`src/rtl/adder_pkg.sv`:
```
// Shared types and helpers for the multi-cycle serial adder/subtractor.
package adder_pkg;

    typedef enum logic [1:0] {
        ST_IDLE = 2'd0,
        ST_RUN  = 2'd1,
        ST_DONE = 2'd2
    } state_t;

    function automatic int clog2(input int value);
        int r;
        int x;
        r = 0;
        x = value - 1;
        while (x > 0) begin
            r = r + 1;
            x = x >> 1;
        end
        return r;
    endfunction

endpackage

```
`src/rtl/serial_adder_if.sv`:
```
// Operand/result handshake bundle: master drives operands and consumes results.
interface serial_adder_if #(
    parameter int WIDTH = 8
);
    logic             in_valid;
    logic             in_ready;
    logic [WIDTH-1:0] a;
    logic [WIDTH-1:0] b;
    logic             cin;
    logic             sub;
    logic             out_valid;
    logic             out_ready;
    logic [WIDTH-1:0] sum;
    logic             cout;
    logic             ovf;

    modport master (
        output in_valid, a, b, cin, sub, out_ready,
        input  in_ready, out_valid, sum, cout, ovf
    );

    modport slave (
        input  in_valid, a, b, cin, sub, out_ready,
        output in_ready, out_valid, sum, cout, ovf
    );
endinterface

```
`src/rtl/serial_adder_fa.sv`:
```
// One-bit half and full adder cells used in the serial adder's ripple slice.
module half_adder (
    input  logic i_a,
    input  logic i_b,
    output logic o_sum,
    output logic o_cout
);
    assign o_sum  = i_a ^ i_b;
    assign o_cout = i_a & i_b;
endmodule

module full_adder (
    input  logic i_a,
    input  logic i_b,
    input  logic i_cin,
    output logic o_sum,
    output logic o_cout
);
    logic w_s0;
    logic w_c0;
    logic w_c1;

    half_adder u_ha0 (.i_a(i_a),  .i_b(i_b),   .o_sum(w_s0),  .o_cout(w_c0));
    half_adder u_ha1 (.i_a(w_s0), .i_b(i_cin), .o_sum(o_sum), .o_cout(w_c1));

    assign o_cout = w_c0 | w_c1;
endmodule

```
`src/rtl/serial_adder.sv`:
```
// Multi-cycle adder/subtractor: BITS_PER_CYCLE-wide ripple slice applied LSB first,
// WIDTH/BITS_PER_CYCLE clocks per operation, valid/ready on both sides.
module serial_adder
    import adder_pkg::*;
#(
    parameter int WIDTH          = 8,
    parameter int BITS_PER_CYCLE = 1
) (
    input  logic           clk,
    input  logic           rst_n,
    serial_adder_if.slave  bus
);
    localparam int BPC   = BITS_PER_CYCLE;
    localparam int STEPS = WIDTH / BITS_PER_CYCLE;
    localparam int CNT_W = (clog2(STEPS) < 1) ? 1 : clog2(STEPS);
    localparam logic [CNT_W-1:0] LAST_STEP = CNT_W'(STEPS - 1);

    state_t           r_state;
    state_t           w_next;
    logic [WIDTH-1:0] r_a;
    logic [WIDTH-1:0] r_b;
    logic [WIDTH-1:0] r_acc;
    logic [WIDTH-1:0] r_sum;
    logic             r_carry;
    logic             r_cout;
    logic             r_ovf;
    logic [CNT_W-1:0] r_cnt;

    logic [BPC:0]     w_c;
    logic [BPC-1:0]   w_s;
    logic [WIDTH-1:0] w_acc_next;
    logic             w_accept;
    logic             w_last;

    assign w_c[0] = r_carry;

    for (genvar g = 0; g < BPC; g++) begin : g_fa
        full_adder u_fa (
            .i_a   (r_a[g]),
            .i_b   (r_b[g]),
            .i_cin (w_c[g]),
            .o_sum (w_s[g]),
            .o_cout(w_c[g+1])
        );
    end

    // Slice results enter at the top so the LSB slice ends up at bit 0 after STEPS shifts.
    assign w_acc_next = (r_acc >> BPC) | (WIDTH'(w_s) << (WIDTH - BPC));
    assign w_accept   = (r_state == ST_IDLE) && bus.in_valid;
    assign w_last     = (r_state == ST_RUN) && (r_cnt == LAST_STEP);

    always_ff @(posedge clk or negedge rst_n) begin
        if (!rst_n) begin
            r_state <= ST_IDLE;
        end else begin
            r_state <= w_next;
        end
    end

    always_comb begin
        w_next = r_state;
        case (r_state)
            ST_IDLE: if (bus.in_valid)     w_next = ST_RUN;
            ST_RUN:  if (r_cnt == LAST_STEP) w_next = ST_DONE;
            ST_DONE: if (bus.out_ready)    w_next = ST_IDLE;
            default: w_next = ST_IDLE;
        endcase
    end

    always_ff @(posedge clk or negedge rst_n) begin
        if (!rst_n) begin
            r_a     <= '0;
            r_b     <= '0;
            r_acc   <= '0;
            r_sum   <= '0;
            r_carry <= 1'b0;
            r_cout  <= 1'b0;
            r_ovf   <= 1'b0;
            r_cnt   <= '0;
        end else if (w_accept) begin
            r_a     <= bus.a;
            r_b     <= bus.sub ? ~bus.b : bus.b;
            r_carry <= bus.sub ? 1'b1 : bus.cin;
            r_cnt   <= '0;
        end else if (r_state == ST_RUN) begin
            r_a     <= r_a >> BPC;
            r_b     <= r_b >> BPC;
            r_acc   <= w_acc_next;
            r_carry <= w_c[BPC];
            r_cnt   <= r_cnt + 1'b1;
            // Visible results move only on the final slice; the MSB carries give ovf.
            if (w_last) begin
                r_sum  <= w_acc_next;
                r_cout <= w_c[BPC];
                r_ovf  <= w_c[BPC-1] ^ w_c[BPC];
            end
        end
    end

    assign bus.in_ready  = (r_state == ST_IDLE);
    assign bus.out_valid = (r_state == ST_DONE);
    assign bus.sum       = r_sum;
    assign bus.cout      = r_cout;
    assign bus.ovf       = r_ovf;

endmodule

```
`src/flat_wrapper.sv`:
```
// flat-port wrapper written by rule: the top's interface ports become plain ports
module serial_adder_flat import adder_pkg::*;
#(
    parameter int WIDTH          = 8,
    parameter int BITS_PER_CYCLE = 1
)
  (clk, rst_n, bus_in_valid, bus_a, bus_b, bus_cin, bus_sub, bus_out_ready, bus_in_ready, bus_out_valid, bus_sum, bus_cout, bus_ovf);
  serial_adder_if #(.WIDTH(WIDTH)) bus_i ();
  input  logic clk;
  input  logic rst_n;
  input wire logic [$bits(bus_i.in_valid)-1:0] bus_in_valid;
  input wire logic [$bits(bus_i.a)-1:0] bus_a;
  input wire logic [$bits(bus_i.b)-1:0] bus_b;
  input wire logic [$bits(bus_i.cin)-1:0] bus_cin;
  input wire logic [$bits(bus_i.sub)-1:0] bus_sub;
  input wire logic [$bits(bus_i.out_ready)-1:0] bus_out_ready;
  output wire logic [$bits(bus_i.in_ready)-1:0] bus_in_ready;
  output wire logic [$bits(bus_i.out_valid)-1:0] bus_out_valid;
  output wire logic [$bits(bus_i.sum)-1:0] bus_sum;
  output wire logic [$bits(bus_i.cout)-1:0] bus_cout;
  output wire logic [$bits(bus_i.ovf)-1:0] bus_ovf;
  assign bus_i.in_valid = bus_in_valid;
  assign bus_i.a = bus_a;
  assign bus_i.b = bus_b;
  assign bus_i.cin = bus_cin;
  assign bus_i.sub = bus_sub;
  assign bus_i.out_ready = bus_out_ready;
  assign bus_in_ready = bus_i.in_ready;
  assign bus_out_valid = bus_i.out_valid;
  assign bus_sum = bus_i.sum;
  assign bus_cout = bus_i.cout;
  assign bus_ovf = bus_i.ovf;
  serial_adder #(.WIDTH(WIDTH), .BITS_PER_CYCLE(BITS_PER_CYCLE)) u_core (.clk(clk), .rst_n(rst_n), .bus(bus_i));
endmodule
```
`config.mk`:
```
export PLATFORM = sky130hd
export DESIGN_NAME = serial_adder_flat
export DESIGN_NICKNAME = d
export VERILOG_FILES = /design/src/rtl/adder_pkg.sv /design/src/rtl/serial_adder_if.sv /design/src/rtl/serial_adder_fa.sv /design/src/rtl/serial_adder.sv /design/src/flat_wrapper.sv
export SDC_FILE = /design/constraint.sdc
export NUM_CORES = 1
export LEC_CHECK = 0
export CAP_MARGIN = 20
export CORE_MARGIN = 2
export CORE_UTILIZATION = 53
export CTS_BUF_LIST = sky130_fd_sc_hd__clkbuf_4 sky130_fd_sc_hd__clkbuf_8
export CTS_CLUSTER_SIZE = 30
export DETAILED_ROUTE_END_ITERATION = 10
export GPL_TIMING_DRIVEN = 0
export PLACE_DENSITY = 0.9
export SYNTH_ARGS = -nofsm -noshare
export SYNTH_HDL_FRONTEND = slang
export SYNTH_HIERARCHICAL = 1
export SYNTH_SLANG_ARGS = --single-unit
export TNS_END_PERCENT = 100
```
`constraint.sdc`:
```
create_clock -name clk -period 2.05 [get_ports clk]
set_input_delay 0.3075 -clock clk [delete_from_list [all_inputs] [get_ports clk]]
set_output_delay 0.3075 -clock clk [all_outputs]
set_load 0.05 [all_outputs]
```
==> results of run 1 <==
[layout make-up]
cell class / count / area, µm² / area share (%)
Sequential cell: 39 / 975.9 / 43.36
Multi-Input combinational cell: 123 / 769.5 / 34.19
Timing Repair Buffer: 32 / 305.3 / 13.56
Buffer: 12 / 67.56 / 3.002
Clock buffer: 7 / 58.81 / 2.613
Tap cell: 46 / 57.56 / 2.557
Clock inverter: 1 / 8.758 / 0.3891
Inverter: 2 / 7.507 / 0.3335
[cells by family (layout without fill, tap and decap cells)]
| group | after synthesis | count (layout) | share of synthesized area (%) |
|---|---|---|---|
| AOI/OAI and AO/OA | 40 | 40 | 12.52 |
| xor gates and xnor gates | 9 | 9 | 4.333 |
| adders and majority gates | 4 | 4 | 2.751 |
| buffers and inverters | 14 | 54 | 4.058 |
| DFF | 39 | 39 | 53.65 |
| muxes | 16 | 16 | 9.423 |
| and+or+nand+nor | 54 | 54 | 13.27 |
[how the worst max path moves through the flow]
stage	from	endpoint	slack, ns	cells past startpoint
2_1_floorplan	u_core/r_state[1]	bus_out_valid	0.46	3
3_3_place_gp	rst_n	u_core/r_a[2]	-0.20	1
3_5_place_dp	u_core/r_state[1]	bus_out_valid	0.07	4
4_1_cts	u_core/r_state[0]	bus_in_ready	0.008	3
5_1_grt	u_core/r_state[1]	bus_out_valid	0.1	4
6_report	u_core/bus.sum[1]	bus_sum[1]	0.21	1
[metal layers]
| layer | up-vias | routed length [µm] | part of all wire [%] | global-route usage [%] |
|---|---|---|---|---|
| met5 | - | 0 | 0 | 0 |
| met2 | 41 | 1733 | 51 | 32.93 |
| li1 | 676 | - | - | - |
| met3 | 7 | 152 | 4.5 | 5.586 |
| met1 | 653 | 1443 | 42 | 25.33 |
| met4 | 0 | 69 | 2.0 | 7.222 |
[metrics by stage]
step	setup TNS [ns]	instances	power, mW	setup WS [ns]
3_3_place_gp	-7.896	254	2.786	-0.2034
4_1_cts	0	262	3.296	0.008028
5_1_grt	0	262	3.524	0.09638
2_1_floorplan	0	176	2.384	0.4650
6_report	0	262	3.265	0.2093
3_5_place_dp	0	254	2.870	0.07039
[flip-flops by register name, indices dropped and copies added, names as in the netlist]
| register | cells |
|---|---|
| u_core/r_b | 8 |
| u_core/r_carry | 1 |
| u_core/r_state | 2 |
| u_core/r_cnt | 3 |
| u_core/r_acc | 7 |
| u_core/bus.sum | 8 |
| u_core/bus.ovf | 1 |
| u_core/r_a | 8 |
| u_core/bus.cout | 1 |
[cells in the final DEF (no fill, tap or decap), types with 6 or more instances in the layout]
master,n
o21ai_0,21
dfrtp_1,39
mux2_2,9
clkbuf_4,6
mux2i_1,7
a22oi_1,7
a21oi_1,8
nand2_1,37
clkdlybuf4s50_1,29
nor2b_1,6
xor2_1,8
buf_2,6
[report_power, final]
group	internal [mW]	total [mW]	switching (mW)	leakage [nW]
clock	0.184	0.430	0.247	0.0389
combinational	0.621	1.52	0.899	0.520
sequential	1.10	1.31	0.217	0.497
==> flow_summary.yaml, run 1 <==
worst_setup_path:
  worstPathMaxFanout: 2
  cp_cell_sequence: "clkdlybuf4s50_1"
  critPathRequiredTime_ns: 1.74
  crit_path_max_incr_delay_ns: 0.81
  crit_slowest_cell: "clkdlybuf4s50_1"
  cp_top_family: "buffers and inverters"
  cp-end-kind: "primary output"
  path_class: "register to primary output"
  timing.reg2reg.worst_path_depth: 5
  r2r-start: "u_core/r_cnt[0]"
  arrival_ns: 1.53
  rrSetupSlack_ns: 0.28
  start_kind: "register"
  cp_num_buf_inv: 1
  reg2reg_to: "u_core/bus.sum[5]"
yosys:
  synth_ff_type: "dfrtp_1"
  synth_most_common_cell: "dfrtp_1"
  yosysTopAreaCellShare_pct: 53.65
  synth_warnings: 6
  syn_area_um2: 1819
  synth_top_cell_by_area: "dfrtp_1"
  async_flop_share_pct: 100.0
  syn-instance-count: 176
  seq_area_frac_synth_pct: 53.65
  synth_seq_cells: 39
  synth_common_cells: "dfrtp_1 (39), nand2_1 (37), o21ai_0 (21)"
  syn_nets: 202
  synth_edf_count: 0
  synth.avg_cell_area_um2: 10.34
  yosys-top-cells-area: "dfrtp_1 (54%), nand2_1 (7.6%), o21ai_0 (5.8%), mux2_2 (5.6%), mux2i_1 (3.9%)"
  yosysUniqueCellTypes: 26
sta:
  tightest_slew_ns: 0.8356
  slew_headroom_pct: 44.29
  fin_skew_ns: 0.008729
  finalSetupViolations: 0
  fmax_ghz: 0.5433
  hold_slack_ns: 0.05030
  layout_worst_path_cycle_share_pct: 89.79
  fin_crit_ns: 1.841
  hold_viol_final: 0
  slew_violations: 0
  rsz0062_at_grt: "false"
detailed_routing:
  first_pass_iters: 4
  drt-initial-drc-count: 87
  avgViaCountPerCell: 5.256
  drt-total-wl_mm: 3.398
  wire_per_inst_um: 12.97
  drc: 0
  num_vias: 1377
  ant_nets: 0
flow_run:
  drv_cap: 0
power:
  peakVddDrop_mv: 0.6494
  p_leak_nw: 1.055
  powerDensity_nw_per_um2: 1451
cells_and_area:
  drive_gt1_share_pct: 13.89
  fillers: 291
  diodes: 0
  nNetsFinal: 241
  syn_to_final_growth_pct: 23.73
  utilization_pct: 67.99
  design_area_um2: 2251
clock_tree:
  htree_levels: 2
  post_cts_buffers: 0
  cts_hold_buf: 0
  cts_buffer_depth: 2
  clkTransAtPathRegs_ns: 0.12
  cts_tree: "yes"
  cts_resized: 4
  insertion_delay_ns: 0.35
  cts_made_buffers: 5
  clkSinkCount: 39
  cts_root_buffer: "clkbuf_4"
floorplanning:
  core_region_area_um2: 3311
  die_area_um2: 3917
  initial_core_util_pct: 54.95
  rows: 21
  die_w_um: 62.59
  die_h_um: 62.59
  io_pins: 34
grt:
  grt_pass1_wl_mm: 6.120
  grt_overflow: 0
  antenna_found_initial: 0
  grt_max_degree: 40
  grt_pass1_vias: 1411
  grtUsageTotal_pct: 20.00
status:
  status: "finished clean"
placement:
  gp_congestion: 0.7360
  place_hpwl_mm: 2.474
  portBuffers: 32
  place_area_um2: 2192
hold_path:
  hp-class: "input port to async pin"
No activity file was read; power rests on OpenSTA's default activity.
==> inputs of run 2 (changes only) <==
- CTS_CLUSTER_SIZE: 30 -> 20
==> results of run 2 <==
The final DEF is identical to that of run 1; final timing and power are the same.
